File: src/rtl/muldiv_unit.sv
`default_nettype none
// ============================================================================
// Module   : muldiv_unit
// Purpose  : Iterative multiply/divide unit with architectural HI/LO
//            registers. Radix-2 shift-add multiplier and restoring divider
//            share one 2*WIDTH-bit working register; each operation takes
//            WIDTH+2 cycles from the start strobe to the done pulse.
// Ports    : clock_i   - rising-edge clock
//            reset_i   - synchronous active-high reset
//            start_i   - request strobe, sampled only while busy_o=0
//            op_i      - 0 MULT, 1 MULTU, 2 DIV, 3 DIVU, 4 MTHI, 5 MTLO
//            src_a_i   - multiplicand / dividend / MTHI-MTLO data
//            src_b_i   - multiplier / divisor
//            busy_o    - mul/div in flight (registered)
//            done_o    - one-cycle pulse when new results appear on hi/lo
//            hi_o/lo_o - HI and LO registers
// Revision : 1.0 - initial release
// ============================================================================
module muldiv_unit #(
    parameter int WIDTH = 32
) (
    input  logic             clock_i,
    input  logic             reset_i,
    input  logic             start_i,
    input  logic [2:0]       op_i,
    input  logic [WIDTH-1:0] src_a_i,
    input  logic [WIDTH-1:0] src_b_i,
    output logic             busy_o,
    output logic             done_o,
    output logic [WIDTH-1:0] hi_o,
    output logic [WIDTH-1:0] lo_o
);

    localparam int CW = $clog2(WIDTH + 1);

    localparam logic [2:0] OP_MULT  = 3'd0;
    localparam logic [2:0] OP_MULTU = 3'd1;
    localparam logic [2:0] OP_DIV   = 3'd2;
    localparam logic [2:0] OP_DIVU  = 3'd3;
    localparam logic [2:0] OP_MTHI  = 3'd4;
    localparam logic [2:0] OP_MTLO  = 3'd5;

    typedef enum logic [1:0] {
        S_IDLE   = 2'd0,
        S_CALC   = 2'd1,
        S_FINISH = 2'd2
    } state_t;

    state_t                 state_q;
    logic [CW-1:0]          cnt_q;
    // Multiply: running product. Divide: {remainder, quotient}.
    logic [2*WIDTH-1:0]     acc_q;
    // Multiply: multiplicand magnitude. Divide: divisor magnitude.
    logic [WIDTH-1:0]       opnd_q;
    logic                   is_div_q;
    logic                   neg_q;       // negate product / quotient
    logic                   rem_neg_q;   // remainder follows dividend sign
    logic                   div_zero_q;
    logic [WIDTH-1:0]       a_orig_q;
    logic                   busy_q;
    logic                   done_q;
    logic [WIDTH-1:0]       hi_q;
    logic [WIDTH-1:0]       lo_q;

    logic                   sgn_d;
    logic [WIDTH-1:0]       mag_a_d;
    logic [WIDTH-1:0]       mag_b_d;
    logic [WIDTH:0]         mul_sum_d;
    logic [WIDTH:0]         div_shift_d;
    logic [WIDTH:0]         div_diff_d;
    logic [2*WIDTH-1:0]     acc_step_d;
    logic [2*WIDTH-1:0]     prod_fin_d;
    logic [WIDTH-1:0]       hi_fin_d;
    logic [WIDTH-1:0]       lo_fin_d;

    // Operand conditioning at the start strobe.
    always_comb begin
        sgn_d   = (op_i == OP_MULT) || (op_i == OP_DIV);
        mag_a_d = (sgn_d && src_a_i[WIDTH-1]) ? (~src_a_i) + WIDTH'(1) : src_a_i;
        mag_b_d = (sgn_d && src_b_i[WIDTH-1]) ? (~src_b_i) + WIDTH'(1) : src_b_i;
    end

    // One iteration of either algorithm, plus the FINISH-cycle sign fix-up.
    always_comb begin
        mul_sum_d   = {1'b0, acc_q[2*WIDTH-1:WIDTH]} + {1'b0, opnd_q};
        div_shift_d = acc_q[2*WIDTH-1:WIDTH-1];
        div_diff_d  = div_shift_d - {1'b0, opnd_q};

        if (!is_div_q) begin
            // Add on multiplier LSB, then shift the whole product right.
            acc_step_d = acc_q[0] ? {mul_sum_d, acc_q[WIDTH-1:1]}
                                  : {1'b0, acc_q[2*WIDTH-1:1]};
        end else if (div_diff_d[WIDTH]) begin
            // Trial subtraction went negative: restore, quotient bit 0.
            acc_step_d = {div_shift_d[WIDTH-1:0], acc_q[WIDTH-2:0], 1'b0};
        end else begin
            acc_step_d = {div_diff_d[WIDTH-1:0], acc_q[WIDTH-2:0], 1'b1};
        end

        prod_fin_d = neg_q ? (~acc_q) + (2*WIDTH)'(1) : acc_q;

        if (!is_div_q) begin
            hi_fin_d = prod_fin_d[2*WIDTH-1:WIDTH];
            lo_fin_d = prod_fin_d[WIDTH-1:0];
        end else if (div_zero_q) begin
            hi_fin_d = a_orig_q;
            lo_fin_d = '1;
        end else begin
            hi_fin_d = rem_neg_q ? (~acc_q[2*WIDTH-1:WIDTH]) + WIDTH'(1)
                                 : acc_q[2*WIDTH-1:WIDTH];
            lo_fin_d = neg_q ? (~acc_q[WIDTH-1:0]) + WIDTH'(1)
                             : acc_q[WIDTH-1:0];
        end
    end

    always_ff @(posedge clock_i) begin
        if (reset_i) begin
            state_q    <= S_IDLE;
            cnt_q      <= '0;
            acc_q      <= '0;
            opnd_q     <= '0;
            is_div_q   <= 1'b0;
            neg_q      <= 1'b0;
            rem_neg_q  <= 1'b0;
            div_zero_q <= 1'b0;
            a_orig_q   <= '0;
            busy_q     <= 1'b0;
            done_q     <= 1'b0;
            hi_q       <= '0;
            lo_q       <= '0;
        end else begin
            done_q <= 1'b0;
            case (state_q)
                S_IDLE: begin
                    if (start_i) begin
                        case (op_i)
                            OP_MULT, OP_MULTU, OP_DIV, OP_DIVU: begin
                                is_div_q   <= op_i[1];
                                neg_q      <= sgn_d && (src_a_i[WIDTH-1] ^ src_b_i[WIDTH-1]);
                                rem_neg_q  <= sgn_d && src_a_i[WIDTH-1];
                                div_zero_q <= (src_b_i == '0);
                                a_orig_q   <= src_a_i;
                                if (op_i[1]) begin
                                    acc_q  <= {{WIDTH{1'b0}}, mag_a_d};
                                    opnd_q <= mag_b_d;
                                end else begin
                                    acc_q  <= {{WIDTH{1'b0}}, mag_b_d};
                                    opnd_q <= mag_a_d;
                                end
                                cnt_q   <= CW'(WIDTH);
                                busy_q  <= 1'b1;
                                state_q <= S_CALC;
                            end
                            OP_MTHI: hi_q <= src_a_i;
                            OP_MTLO: lo_q <= src_a_i;
                            default: ;
                        endcase
                    end
                end
                S_CALC: begin
                    acc_q <= acc_step_d;
                    cnt_q <= cnt_q - CW'(1);
                    if (cnt_q == CW'(1)) begin
                        state_q <= S_FINISH;
                    end
                end
                S_FINISH: begin
                    hi_q    <= hi_fin_d;
                    lo_q    <= lo_fin_d;
                    done_q  <= 1'b1;
                    busy_q  <= 1'b0;
                    state_q <= S_IDLE;
                end
                default: state_q <= S_IDLE;
            endcase
        end
    end

    assign busy_o = busy_q;
    assign done_o = done_q;
    assign hi_o   = hi_q;
    assign lo_o   = lo_q;

endmodule
`default_nettype wire

File: config.mk
export PLATFORM = sky130hd
export DESIGN_NAME = muldiv_unit
export DESIGN_NICKNAME = d
export VERILOG_FILES = /design/src/rtl/muldiv_unit.sv
export SDC_FILE = /design/constraint.sdc
export NUM_CORES = 1
export LEC_CHECK = 0
export ABC_CLOCK_PERIOD_IN_PS = 4670
export CAP_MARGIN = 10
export CORE_ASPECT_RATIO = 1.75
export CORE_MARGIN = 4
export CORE_UTILIZATION = 61
export CTS_BUF_LIST = sky130_fd_sc_hd__clkbuf_8
export CTS_CLUSTER_DIAMETER = 150
export DETAILED_ROUTE_END_ITERATION = 7
export PLACE_DENSITY = 0.94
export SLEW_MARGIN = 20
export SYNTH_ARGS = -nofsm -noshare
export SYNTH_HDL_FRONTEND = slang
export SYNTH_SLANG_ARGS = --single-unit
export TNS_END_PERCENT = 5
File: constraint.sdc
create_clock -name clock_i -period 4.67 [get_ports clock_i]
set_clock_uncertainty 0.15 [all_clocks]
set_input_delay 0.934 -clock clock_i [delete_from_list [all_inputs] [get_ports clock_i]]
set_output_delay 0.934 -clock clock_i [all_outputs]
set_load 0.02 [all_outputs]
Yosys cells after proc, flatten, opt, wreduce, memory -nomap -nowiden
Index checks and enable logic that the tools add are counted.
{ "word_totals": {"elab_cells": 90, "out_inout_bits": 66, "inputBits": 70, "reg_bits": 206} }
{ "op_classes": {"muxes": 34, "reduce_logical": 16, "n_eq_ne": 13, "bitwise_logic": 6, "addsub": 8} }
{ "op_table": {"columns": ["op", "count"], "rows": [
  ["two-way mux 32 bit", 14],
  ["two-way mux 64 bit", 6],
  ["adder 32 x 1 -> 32 bit (second input constant)", 4],
  ["NOT 32 bit", 4],
  ["case mux 32 bit (2 select lines)", 2],
  ["case mux 64 bit (2 select lines)", 1],
  ["adder 64 x 1 -> 64 bit (second input constant)", 1],
  ["NOT 64 bit", 1],
  ["adder 32 x 32 -> 33 bit", 1],
  ["subtractor 33 x 32 -> 33 bit", 1],
  ["logical NOT 32 bit", 1],
  ["AND reduction 3 bit", 6],
  ["two-way mux 6 bit", 2],
  ["case mux 6 bit (2 select lines)", 1],
  ["== test 3 x 2 -> 1 bit (second input constant)", 2],
  ["== test 3 bit (second input constant)", 2],
  ["== test 6 x 1 -> 1 bit (second input constant)", 1],
  ["two-way mux 2 bit", 3],
  ["inequality test 2 x 1 -> 1 bit (second input constant)", 3],
  ["subtractor 6 x 1 -> 6 bit (second input constant)", 1],
  ["inequality test 2 bit (second input constant)", 2],
  ["case mux 2 bit (2 select lines)", 1],
  ["nonzero test 2 bit", 2],
  ["OR reduction 4 bit", 1],
  ["10 further kinds", 14]
]} }

Logic depth before layout (Yosys ltp)
{ "depth": {"ltp_word": 8, "ltp_mapped": 14, "ltp_nobuf": 13} }

Worst setup path after synthesis
No wires, ideal clock.
{ "synth_path": {"path_kind": "register -> register", "startpoint": "register acc_q[32]", "endpoint": "register acc_q[52]", "t_required_ps": 4398, "t_arrival_ps": 3192, "stages_incl_launch_ff": 14, "n_path_buf": 2, "slack_ps": 1206, "path_cell_list": "dfxtp_1 -> clkbuf_1 -> inv_1 -> fa_1 -> nand2b_1 -> a21oi_1 -> o21ai_1 -> o2111ai_1 -> nand3_1 -> a221oi_4 -> buf_2 -> mux2i_1 -> nor2_1 -> a221o_1"} }
{ "synth_via": {"elab_chain_len": 4, "word_cells_on_any_way": 6, "classes_between": "add/sub: 2; mux: 4"} }
{ "synth_lines": {"columns": ["item", "line", "source"], "rows": [
  ["start: declaration", "52", "logic [2*WIDTH-1:0] acc_q;"],
  ["start signal: assignment", "144", "acc_q <= {{WIDTH{1'b0}}, mag_a_d};"],
  ["start signal: assignment", "147", "acc_q <= {{WIDTH{1'b0}}, mag_b_d};"],
  ["start signal: assignment", "161", "acc_q <= acc_step_d;"],
  ["subtractor 33 x 32 -> 33 bit / adder 32 x 32 -> 33 bit (equally long branches)", "87, 85", null],
  ["two-way mux 64 bit (on tied branches)", "93, 91", null],
  ["two-way mux 64 bit *", "89", "if (!is_div_q) begin"],
  ["case mux 64 bit (2 select lines) *", "133", "case (state_q)"]
]} }
Every way passes the cells marked *; elsewhere a longest branch is shown, timed or not.
A chain may end at the register's enable or synchronous reset.

Worst setup path after layout
{ "layout_path": {"startpoint": "register acc_q[31]", "endpoint": "register acc_q[63]"} }
{ "layout_via": {"elab_chain_len": 4} }
{ "layout_lines": {"columns": ["item", "line", "source"], "rows": [
  ["subtractor 33 x 32 -> 33 bit", "87", "div_diff_d = div_shift_d - {1'b0, opnd_q};"],
  ["two-way mux 64 bit", "93", "end else if (div_diff_d[WIDTH]) begin"],
  ["two-way mux 64 bit", "89", null],
  ["case mux 64 bit (2 select lines)", "133", null]
]} }
No other way between the ends.

==> results.toml <==
[grt]
grt_pass1_vias = 18200
grt_usage_pct = 38.3
antenna_found_initial = 1
grt_max_degree = 66
grt-ovfl-total = 0
grt_pass1_wl_microns = 96000

[place]
dp_slack_ns = 0.491
routabilityCongestion = 0.980
io_buffers = 135
hpwl_microns = 44300
placed_cell_area_sq_mm = 0.0186

[clock_tree]
htreeDepth = 1
clk_pin_slew_ns = 0.07
cts_sinks = 206
clk_latency_ns = 0.62
cts_resized = 0
hold_buffers = 0
clock_path_buffers = 3
numCtsBuffers = 31
cts.root.buffer_cell = "clkbuf_8"
tritoncts = "built"
post_cts_buffers = 0

[route]
wl_per_cell_microns = 22.3
remaining_drc_errors = 0
first_iter_violations = 2088
vias_per_cell = 6.75
wl_microns = 61000
vias = 18500
ant_nets = 0
drt_pass1_iterations = 8

[hold_path]
hold_class = "flip-flop to flip-flop"

[synth]
synth-xor-area-share_pct = 9.82
yosys.area_share.simple_pct = 19.8
seq_area_frac_synth_pct = 24.2
synth_top_family_by_area = "compound AO/OA/AOI/OAI gates"
synth_edf_count = 0
ys_async_sr_fraction_pct = 0
yosys_warnings = 0
syn_area_per_cell_sq_um = 7.37
synthMuxAreaShare_pct = 7.07
synth_cell_type_count = 85
syn-num-nets = 2453
synthCells = 2311
synth_seq_cells = 206
synth_compound_area_share_pct = 27.6
synthAdderAreaFrac_pct = 5.38
yosys_most_used_dff = "dfxtp_1"
synth_area_sq_mm = 0.0170

[final_layout]
fin_nets = 2489
fin_util_pct = 70.4
fill_cells = 2210
layout-drive-gt1-share_pct = 7.14
layout_commonest_cell = "nand2_1"
synthToLayoutAreaGrowth_pct = 13.3
fin_area_sq_mm = 0.0193
layout_common_cells = "nand2_1 (254), a21oi_1 (237), nor2_1 (205)"

[floorplan]
core_sq_mm = 0.0274
start_util_pct = 62.1
die_y_microns = 229
die_x_microns = 134
dieArea_sq_mm = 0.0308
ios = 136
rows = 80

[setup_path]
cp_slowest_cell = "o2111ai_1"
end_kind = "flip-flop"
crit_chain = "inv_1 -> ha_1 -> fa_1 -> nand2b_1 -> a21oi_1 -> o21ai_1 -> o2111ai_1 -> nand3_1 -> a221oi_4 -> nand2_1 -> nor4_1 -> buf_4 -> nor2_1 -> a32o_1"
path_class = "flip-flop to flip-flop"
cp_max_fo = 5
cp_slowest_stage_delay_ns = 0.45
critPathArrivalTime_ns = 4.42
worst_ep_required_time_ns = 5.01
cp-start-kind = "flip-flop"

[sta]
final.hold.worst_slack_ns = 0.305
fin_crit_ns = 4.09
rsz0062_at_grt = "false"
worst_slew_pin_slew_ns = 1.08
tns_ns = 0
min_period_over_period_pct = 87.5
fmax_mhz = 245
hold_viol_final = 0
maxSlewViolCount = 0
setup_ws_ns = 0.582
setup_viol = 0
max-slew-margin-rel_pct = 27.7

[power_and_ir_drop]
vdd_drop_max_v = 0.000506
power.density_mw_per_mm2 = 264
leakage_nw = 7.30

[outcome]
status = "finished clean"

[flow_run]
cap_violations = 0
final timing paths:
| path | cells after the start | slack [ns] | from | endpoint |
|---|---|---|---|---|
| hold / removal | 2 | 0.30 | a_orig_q[24] | a_orig_q[24] |
| setup / recovery | 14 | 0.58 | acc_q[31] | acc_q[63] |
| setup reg to reg | 14 | 0.58 | acc_q[31] | acc_q[63] |
| hold reg to reg | 2 | 0.30 | a_orig_q[24] | a_orig_q[24] |
kinds of logic (layout without fill, tap and decap cells):
kind of cell / Yosys count / after routing
buffers and inverters: 270 / 325
DFF: 206 / 206
muxes: 119 / 119
and+or+nand+nor: 720 / 720
adders and majority gates: 72 / 72
AOI/OAI and AO/OA: 733 / 733
other: 0 / 1
xor gates and xnor gates: 191 / 191
registers in the layout (all words and copies together) (netlist names):
register and cells:
lo_o 32, div_zero_q 1, hi_o 32, busy_o 1, opnd_q 32, acc_q 64, neg_q 1, a_orig_q 32
state_q 2, is_div_q 1, cnt_q 6, rem_neg_q 1, done_o 1
layer usage:
metal	track usage, %	share of wire (%)	vias to the layer above
li1	-	-	8399
met1	44.0	35	8516
met2	64.4	48	1188
met3	5.84	9.4	357
met4	26.4	8.1	0
met5	0	0	-
through the flow:
step,cells,power [mW]
6_report,2736,5.10
5_1_grt,2736,5.29
4_1_cts,2735,5.04
3_5_place_dp,2683,3.43
3_3_place_gp,2683,3.39
2_1_floorplan,2311,2.97
layout make-up:
type | count | area [sq um] | area share (%)
diodes | 1 | 2.50 | 0.0130
clock buffers | 41 | 564 | 2.92
clock inverters | 11 | 100 | 0.518
inverters | 71 | 267 | 1.38
multi-input cells | 1835 | 11900 | 61.6
flip-flops and latches | 206 | 4130 | 21.4
well taps | 369 | 462 | 2.39
repair buffers | 202 | 1880 | 9.76
critical path: cells and delay by family (launching register included):
family | cells | cell delay [ns]
compound gates | 5 | 1.54
simple gates | 5 | 0.98
fa+ha+maj | 2 | 0.67
flops | 1 | 0.34
buf+inv | 2 | 0.30
report_power, final:
part           switching (mW)  internal [mW]
Sequential              0.127           1.85
Clock                   0.760          0.887
Combinational           0.895          0.581
synth_stat cells (5+ instances only):
cell      number  area (sq um)
nand4_1       14          87.6
o21bai_1       7          52.6
and3_1        14          87.6
a221oi_1      35           307
dfxtp_1      206          4120
o31ai_1       25           188
a211oi_1      48           360
or3_1         16           100
clkbuf_1     171           642
a211o_1        6          52.6
nor3_1        51           255
a311oi_1       8          70.1
nor4_1        22           138
or4_1         15           113
inv_1         69           259
o211ai_1      36           270
buf_1         13          48.8
nand2_1      256           961
nor2_1       208           781
nand2b_1      27           169
ha_1          70           876
a22oi_1       11          82.6
and2_1        11          68.8
nor2b_1       20           125
nand3_1       26           130
o21a_1        11          82.6
a21oi_1      238          1190
mux2i_1      108          1080
mux2_2        11           124
xnor2_1       95           832
a31oi_1       23           144
nor3b_1        6          45.0
or2_2         11          68.8
a21boi_0       5          37.5
o41ai_1       15           131
a21o_1        25           188
o22ai_1       21           131
o21ai_1        5          25.0
buf_2         11          55.1
a22o_1        22           193
o21ai_0      145           726
xor2_1        96           841
No activity file was read; power rests on OpenSTA's default activity.
